## config.mk

```make
export PLATFORM = sky130hd
export DESIGN_NAME = spi_master_burst
export DESIGN_NICKNAME = d
export VERILOG_FILES = /design/src/rtl/spi_master_burst.sv
export SDC_FILE = /design/constraint.sdc
export NUM_CORES = 1
export LEC_CHECK = 0
export BUFFER_PORTS_ARGS = -buffer_cell sky130_fd_sc_hd__buf_4
export CAP_MARGIN = 40
export CORE_UTILIZATION = 40
export CTS_BUF_LIST = sky130_fd_sc_hd__clkbuf_8 sky130_fd_sc_hd__clkbuf_16
export DETAILED_ROUTE_END_ITERATION = 12
export GPL_TIMING_DRIVEN = 0
export PLACE_DENSITY = 0.7
export SYNTH_ARGS = -nofsm -noshare
export SYNTH_HDL_FRONTEND = slang
export SYNTH_SLANG_ARGS = --single-unit
```

## constraint.sdc

```tcl
create_clock -name clk -period 3.1 [get_ports clk]
set_input_delay 0.155 -clock clk [delete_from_list [all_inputs] [get_ports clk]]
set_output_delay 0.155 -clock clk [all_outputs]
set_load 0.005 [all_outputs]
```

## src/rtl/spi_master_burst.sv

```systemverilog
`default_nettype none
// ============================================================================
// Module      : spi_master_burst
// Description : Mode-0, MSB-first SPI master that frames multi-byte bursts
//               under a single chip-select assertion.
// Revision    : 1.0 - initial release
// ============================================================================
module spi_master_burst #(
    parameter int CLK_DIV  = 2,
    parameter int CS_SETUP = 2,
    parameter int CS_HOLD  = 2
) (
    input  logic       clk,
    input  logic       rst,
    input  logic [7:0] tx_data_i,
    input  logic       tx_valid_i,
    input  logic       tx_last_i,
    output logic       tx_ready_o,
    output logic [7:0] rx_data_o,
    output logic       rx_valid_o,
    output logic       busy_o,
    output logic       cs_n_o,
    output logic       sclk_o,
    output logic       mosi_o,
    input  logic       miso_i
);

    localparam int c_MAX_A = (CLK_DIV > CS_SETUP) ? CLK_DIV : CS_SETUP;
    localparam int c_MAX   = (c_MAX_A > CS_HOLD) ? c_MAX_A : CS_HOLD;
    localparam int c_CNT_W = (c_MAX > 1) ? $clog2(c_MAX) : 1;

    localparam logic [c_CNT_W-1:0] c_DIV_LAST   = c_CNT_W'(CLK_DIV - 1);
    localparam logic [c_CNT_W-1:0] c_SETUP_LAST = c_CNT_W'(CS_SETUP - 1);
    localparam logic [c_CNT_W-1:0] c_HOLD_LAST  = c_CNT_W'(CS_HOLD - 1);

    localparam logic [2:0] c_IDLE  = 3'd0;
    localparam logic [2:0] c_SETUP = 3'd1;
    localparam logic [2:0] c_XFER  = 3'd2;
    localparam logic [2:0] c_NEXT  = 3'd3;
    localparam logic [2:0] c_HOLD  = 3'd4;

    logic [2:0]         state_q, state_d;
    logic [c_CNT_W-1:0] cnt_q, cnt_d;
    logic [2:0]         bit_q, bit_d;
    logic [6:0]         txsh_q, txsh_d;   // bit 7 goes straight to mosi on accept
    logic [7:0]         rxsh_q, rxsh_d;
    logic               last_q, last_d;
    logic               cs_n_q, cs_n_d;
    logic               sclk_q, sclk_d;
    logic               mosi_q, mosi_d;
    logic [7:0]         rx_data_q, rx_data_d;
    logic               rx_valid_q, rx_valid_d;
    logic               w_accept;

    always_ff @(posedge clk) begin
        if (rst) begin
            state_q    <= c_IDLE;
            cnt_q      <= '0;
            bit_q      <= '0;
            txsh_q     <= '0;
            rxsh_q     <= '0;
            last_q     <= 1'b0;
            cs_n_q     <= 1'b1;
            sclk_q     <= 1'b0;
            mosi_q     <= 1'b0;
            rx_data_q  <= '0;
            rx_valid_q <= 1'b0;
        end else begin
            state_q    <= state_d;
            cnt_q      <= cnt_d;
            bit_q      <= bit_d;
            txsh_q     <= txsh_d;
            rxsh_q     <= rxsh_d;
            last_q     <= last_d;
            cs_n_q     <= cs_n_d;
            sclk_q     <= sclk_d;
            mosi_q     <= mosi_d;
            rx_data_q  <= rx_data_d;
            rx_valid_q <= rx_valid_d;
        end
    end

    always_comb begin
        state_d    = state_q;
        cnt_d      = cnt_q;
        bit_d      = bit_q;
        txsh_d     = txsh_q;
        rxsh_d     = rxsh_q;
        last_d     = last_q;
        cs_n_d     = cs_n_q;
        sclk_d     = sclk_q;
        mosi_d     = mosi_q;
        rx_data_d  = rx_data_q;
        rx_valid_d = 1'b0;
        w_accept   = tx_valid_i & tx_ready_o;
        case (state_q)
            c_IDLE: begin
                if (w_accept) begin
                    txsh_d  = tx_data_i[6:0];
                    last_d  = tx_last_i;
                    mosi_d  = tx_data_i[7];
                    cs_n_d  = 1'b0;
                    cnt_d   = '0;
                    state_d = c_SETUP;
                end
            end
            c_SETUP: begin
                if (cnt_q == c_SETUP_LAST) begin
                    cnt_d   = '0;
                    bit_d   = '0;
                    state_d = c_XFER;
                end else begin
                    cnt_d = cnt_q + 1'b1;
                end
            end
            c_XFER: begin
                if (cnt_q != c_DIV_LAST) begin
                    cnt_d = cnt_q + 1'b1;
                end else begin
                    cnt_d = '0;
                    if (!sclk_q) begin
                        sclk_d = 1'b1;
                        rxsh_d = {rxsh_q[6:0], miso_i};
                    end else begin
                        sclk_d = 1'b0;
                        if (bit_q != 3'd7) begin
                            bit_d  = bit_q + 3'd1;
                            mosi_d = txsh_q[6];
                            txsh_d = {txsh_q[5:0], 1'b0};
                        end else begin
                            rx_data_d  = rxsh_q;
                            rx_valid_d = 1'b1;
                            state_d    = last_q ? c_HOLD : c_NEXT;
                        end
                    end
                end
            end
            c_NEXT: begin
                if (w_accept) begin
                    txsh_d  = tx_data_i[6:0];
                    last_d  = tx_last_i;
                    mosi_d  = tx_data_i[7];
                    bit_d   = '0;
                    cnt_d   = '0;
                    state_d = c_XFER;
                end
            end
            c_HOLD: begin
                if (cnt_q == c_HOLD_LAST) begin
                    cs_n_d  = 1'b1;
                    cnt_d   = '0;
                    state_d = c_IDLE;
                end else begin
                    cnt_d = cnt_q + 1'b1;
                end
            end
            default: state_d = c_IDLE;
        endcase
    end

    always_comb begin
        tx_ready_o = (state_q == c_IDLE) || (state_q == c_NEXT);
        busy_o     = (state_q != c_IDLE);
    end

    assign rx_data_o  = rx_data_q;
    assign rx_valid_o = rx_valid_q;
    assign cs_n_o     = cs_n_q;
    assign sclk_o     = sclk_q;
    assign mosi_o     = mosi_q;

endmodule
`default_nettype wire
```

-- Word level (Yosys, flattened, before mapping)
Index checks and enable logic that the tools add are counted.
- register bits: 35
- logic and storage cells: 82
- input port bits: 13
- equality and inequality tests: 14
- $add $sub $neg: 2
- reduce and logical (&&, ||, !) cells: 19
- bitwise operators: 5
- mux-type cells: 31
- operator list (operator ; count):
    3-bit 2-to-1 mux ; 12
    7-bit 2-to-1 mux ; 4
    2-bit != test, second input constant ; 8
    3-bit case mux with 5 select lines ; 1
    7-bit case mux with 2 select lines ; 1
    1-bit 2-to-1 mux ; 9
    3-bit case mux with 3 select lines ; 1
    7-bit AND reduction ; 1
    3-bit by 2-bit == test with 1-bit output, second input constant ; 2
    1-bit case mux with 2 select lines ; 3
    2-bit AND reduction ; 3
    3-bit AND reduction ; 2
    6-bit AND reduction ; 1
    2-bit nonzero test ; 3
    3-bit nonzero test ; 2
    5-bit AND reduction ; 1
    1-bit NOT ; 4
    4-bit AND reduction ; 1
    4-bit OR reduction ; 1
    3-bit by 1-bit adder with 3-bit output, second input constant ; 1
    3-bit by 1-bit == test with 1-bit output, second input constant ; 1
    3-bit == test, second input constant ; 1
    3-bit zero test ; 1
    3-bit != test, second input constant ; 1
    6 further kinds ; 6

-- Longest topological paths before layout
- word-level depth: 5
- gate-level depth with buffers: 8

-- Worst setup path after synthesis
OpenSTA, ideal clock, no wires.
- kind: reg-to-reg
- start point: reg bit_q[0]
- end point: reg txsh_q[1]
- setup slack: 1410 ps
- library setup time: 92 ps
- stages on the path, launching flop included: 9
- data arrival time: 1599 ps
- data required time: 3008 ps
- buffers on the path: 2
- cells stage by stage: dfxtp_1 -> ha_1 -> ha_1 -> and3b_1 -> and2_1 -> buf_2 -> or2_1 -> buf_6 -> a311oi_4
- longest elaborated chain between the ends: 3
- ends and longest elaborated chain (what ; line ; text):
    start: declaration ; 44 ; logic [2:0] bit_q, bit_d;
    start signal: assignment ; 71 ; bit_q <= bit_d;
    3-bit != test ; 126 ; if (bit_q != 3'd7) begin
    2-bit != test (no line) ; -- ;
    5-bit AND reduction (no line) ; -- ;
    end signal: assignment ; 72 ; txsh_q <= txsh_d;
    end: declaration ; 45 ; logic [6:0] txsh_q, txsh_d;
No other way between the ends.
A chain may end at the register's enable or synchronous reset.

-- Worst setup path in the final report
Same ends and word-level chain as after synthesis.

==> out/results.tsv <==
metric	value	unit
status	finished clean	
grt_use_met2	0.239	
layout.nets	213	
fin_setup_tns	0	ns
ctsHoldBuffers	0	
finalHoldViolCount	0	
rsz0062_at_grt	false	
synthDistinctLibCells	42	
r2r_slack	1.26	ns
max_cap_viol_count	0	
cts_tree	built	
numPortBuffers	25	
routed_via_density	5.00	
worst_hold_slack	0.105	ns
hpwlAfterDp	2200	um
layout_common_cells	dfxtp_1, buf_4, mux2i_1	
min_period_over_period	0.594	
cp_data_arrival_time	2.04	ns
syn_avg_cell_area	9.89	sq um
wl	3070	um
ys_seq_area_frac	0.427	
drt_iter0_markers	57	
clkSinkCount	35	
end_kind	flop	
ant_nets	0	
busiest_layer	met2	
ys.flop_type	dfxtp_1	
cp_max_fo	9	
setup_viol	0	
h-tree-depth	2	
relSlewSlack	0.572	
drv_slew	0	
die_y	66.1	um
synth_warnings	0	
grt_max_degree	14	
cts_setup_buffers	0	
holdCritPathClass	primary input to flop	
start_kind	flop	
worst_ep_required_time	3.30	ns
fp.dieW	66.1	um
antenna_cells	0	
first_pass_iters	4	
coreArea	3800	sq um
synthArstFlopShare	0	
clk_path_buf_depth	2	
syn_inst	166	
synth-edff-count	0	
grt_usage	0.155	
fin_crit	1.84	ns
worst_pin_slew	0.642	ns
detail_route.wl_per_cell	12.4	um
io-pin-count	27	
synthesis.nets	181	
layout-drive-gt1-share	0.271	
syn_area	1640	sq um
rows	22	
numCtsBuffers	5	
grt_first_pass_wirelength	5150	um
fmax	543	MHz
power_density	508	nW/um^2
initial_core_util	0.432	
place_inst	239	
final_cells	247	
drcViolationCount	0	
cts-root-buf	clkbuf_8	
grt_use_met1	0.209	
met3_usage	0.0328	
fin_skew	0.0111	ns
antenna_found_initial	0	
insertion_delay	0.29	ns
layout_commonest_cell	dfxtp_1	
cts_resized	0	
area.growth.synth_to_final	20.8	%
vias	1234	
routabilityCongestion	0.790	
dieArea	4360	sq um
worst-setup-path-type	flop to flop	
p_leak	0.000788	uW
post-route-util	0.522	
ys_ff_latch	35	
grt_pass1_vias	1129	
clkTransAtPathRegs	0.08	ns
grt-ovfl-total	0	
ir_drop	0.297	mV
-- final cells by class --
type | count | area, sq um
Clock buffer | 5 | 68.8
Tap cell | 48 | 60.1
Fill cell | 357 | 1820
Multi-Input combinational cell | 116 | 850
Timing Repair Buffer | 25 | 188
Buffer | 12 | 80.1
Sequential cell | 35 | 701
Inverter | 3 | 11.3
Clock inverter | 3 | 25.0
-- per-stage QoR --
stage	setup WS [ns]	instance area (sq um)	power (uW)
finish	1.26	1980	1010
floorplan	1.41	1640	631
CTS	1.25	1980	1020
detailed placement	1.27	1890	681
global route	1.14	1980	1060
global placement	1.30	1890	678
-- cell usage after synthesis (all sizes together) (2+ instances only) --
library cell | instances | area (sq um)
nor2 | 25 | 113
buf | 7 | 61.3
a21oi | 7 | 35.0
nor3 | 10 | 55.1
or3 | 3 | 18.8
nand2 | 7 | 28.8
inv | 3 | 11.3
o21bai | 2 | 15.0
nand2b | 2 | 12.5
mux2i | 24 | 240
a311oi | 2 | 35.0
nor3b | 2 | 31.3
clkbuf | 5 | 18.8
dfxtp | 35 | 701
ha | 2 | 25.0
a21boi | 2 | 15.0
a211oi | 7 | 82.6
o21ai | 9 | 45.0
-- registers in the layout, summed over array words and instances (netlist names) --
name and cells:
mosi_o 1, cs_n_o 1, cnt_q 1, rx_valid_o 1, sclk_o 1, txsh_q 7
rxsh_q 8, last_q 1, bit_q 3, rx_data_o 8, state_q 3
-- metal layers --
metal	wire (um)	share of wire
met2	1360	0.44
met3	147	0.048
met5	0	0
met4	25	0.0081
met1	1530	0.50
-- power by group --
part | switching [uW] | internal (uW) | total (uW)
clock | 178 | 160 | 339
combinational | 93.4 | 85.8 | 179
sequential | 17.4 | 472 | 489
-- worst max-delay path, cell delays in order (launching register included) --
cell	delay, ns
dfxtp_1	0.35
ha_1	0.15
ha_1	0.16
and3b_1	0.21
and2_1	0.16
buf_2	0.16
or2_1	0.23
buf_6	0.15
a311oi_4	0.18
-- cell families (layout without fill, tap and decap cells) --
kind of cell	Yosys count	count (layout)	synth area share
AO/OA/AOI/OAI	32	32	0.153
multiplexers	25	25	0.155
flip-flops	35	35	0.427
adder cells (fa/ha/maj)	2	2	0.0152
XOR/XNOR	2	2	0.0107
buffers and inverters	15	48	0.0556
AND/OR/NAND/NOR	55	55	0.183
-- path summary, 6_finish.rpt --
| check | endpoint | cells after the start | start |
|---|---|---|---|
| worst max-delay path | txsh_q[1] | 8 | bit_q[0] |
| worst min register to register | bit_q[1] | 2 | bit_q[1] |
| worst max register to register | txsh_q[1] | 8 | bit_q[0] |
| worst min-delay path | rxsh_q[0] | 3 | miso_i |
(Power assumes the default switching activity.)
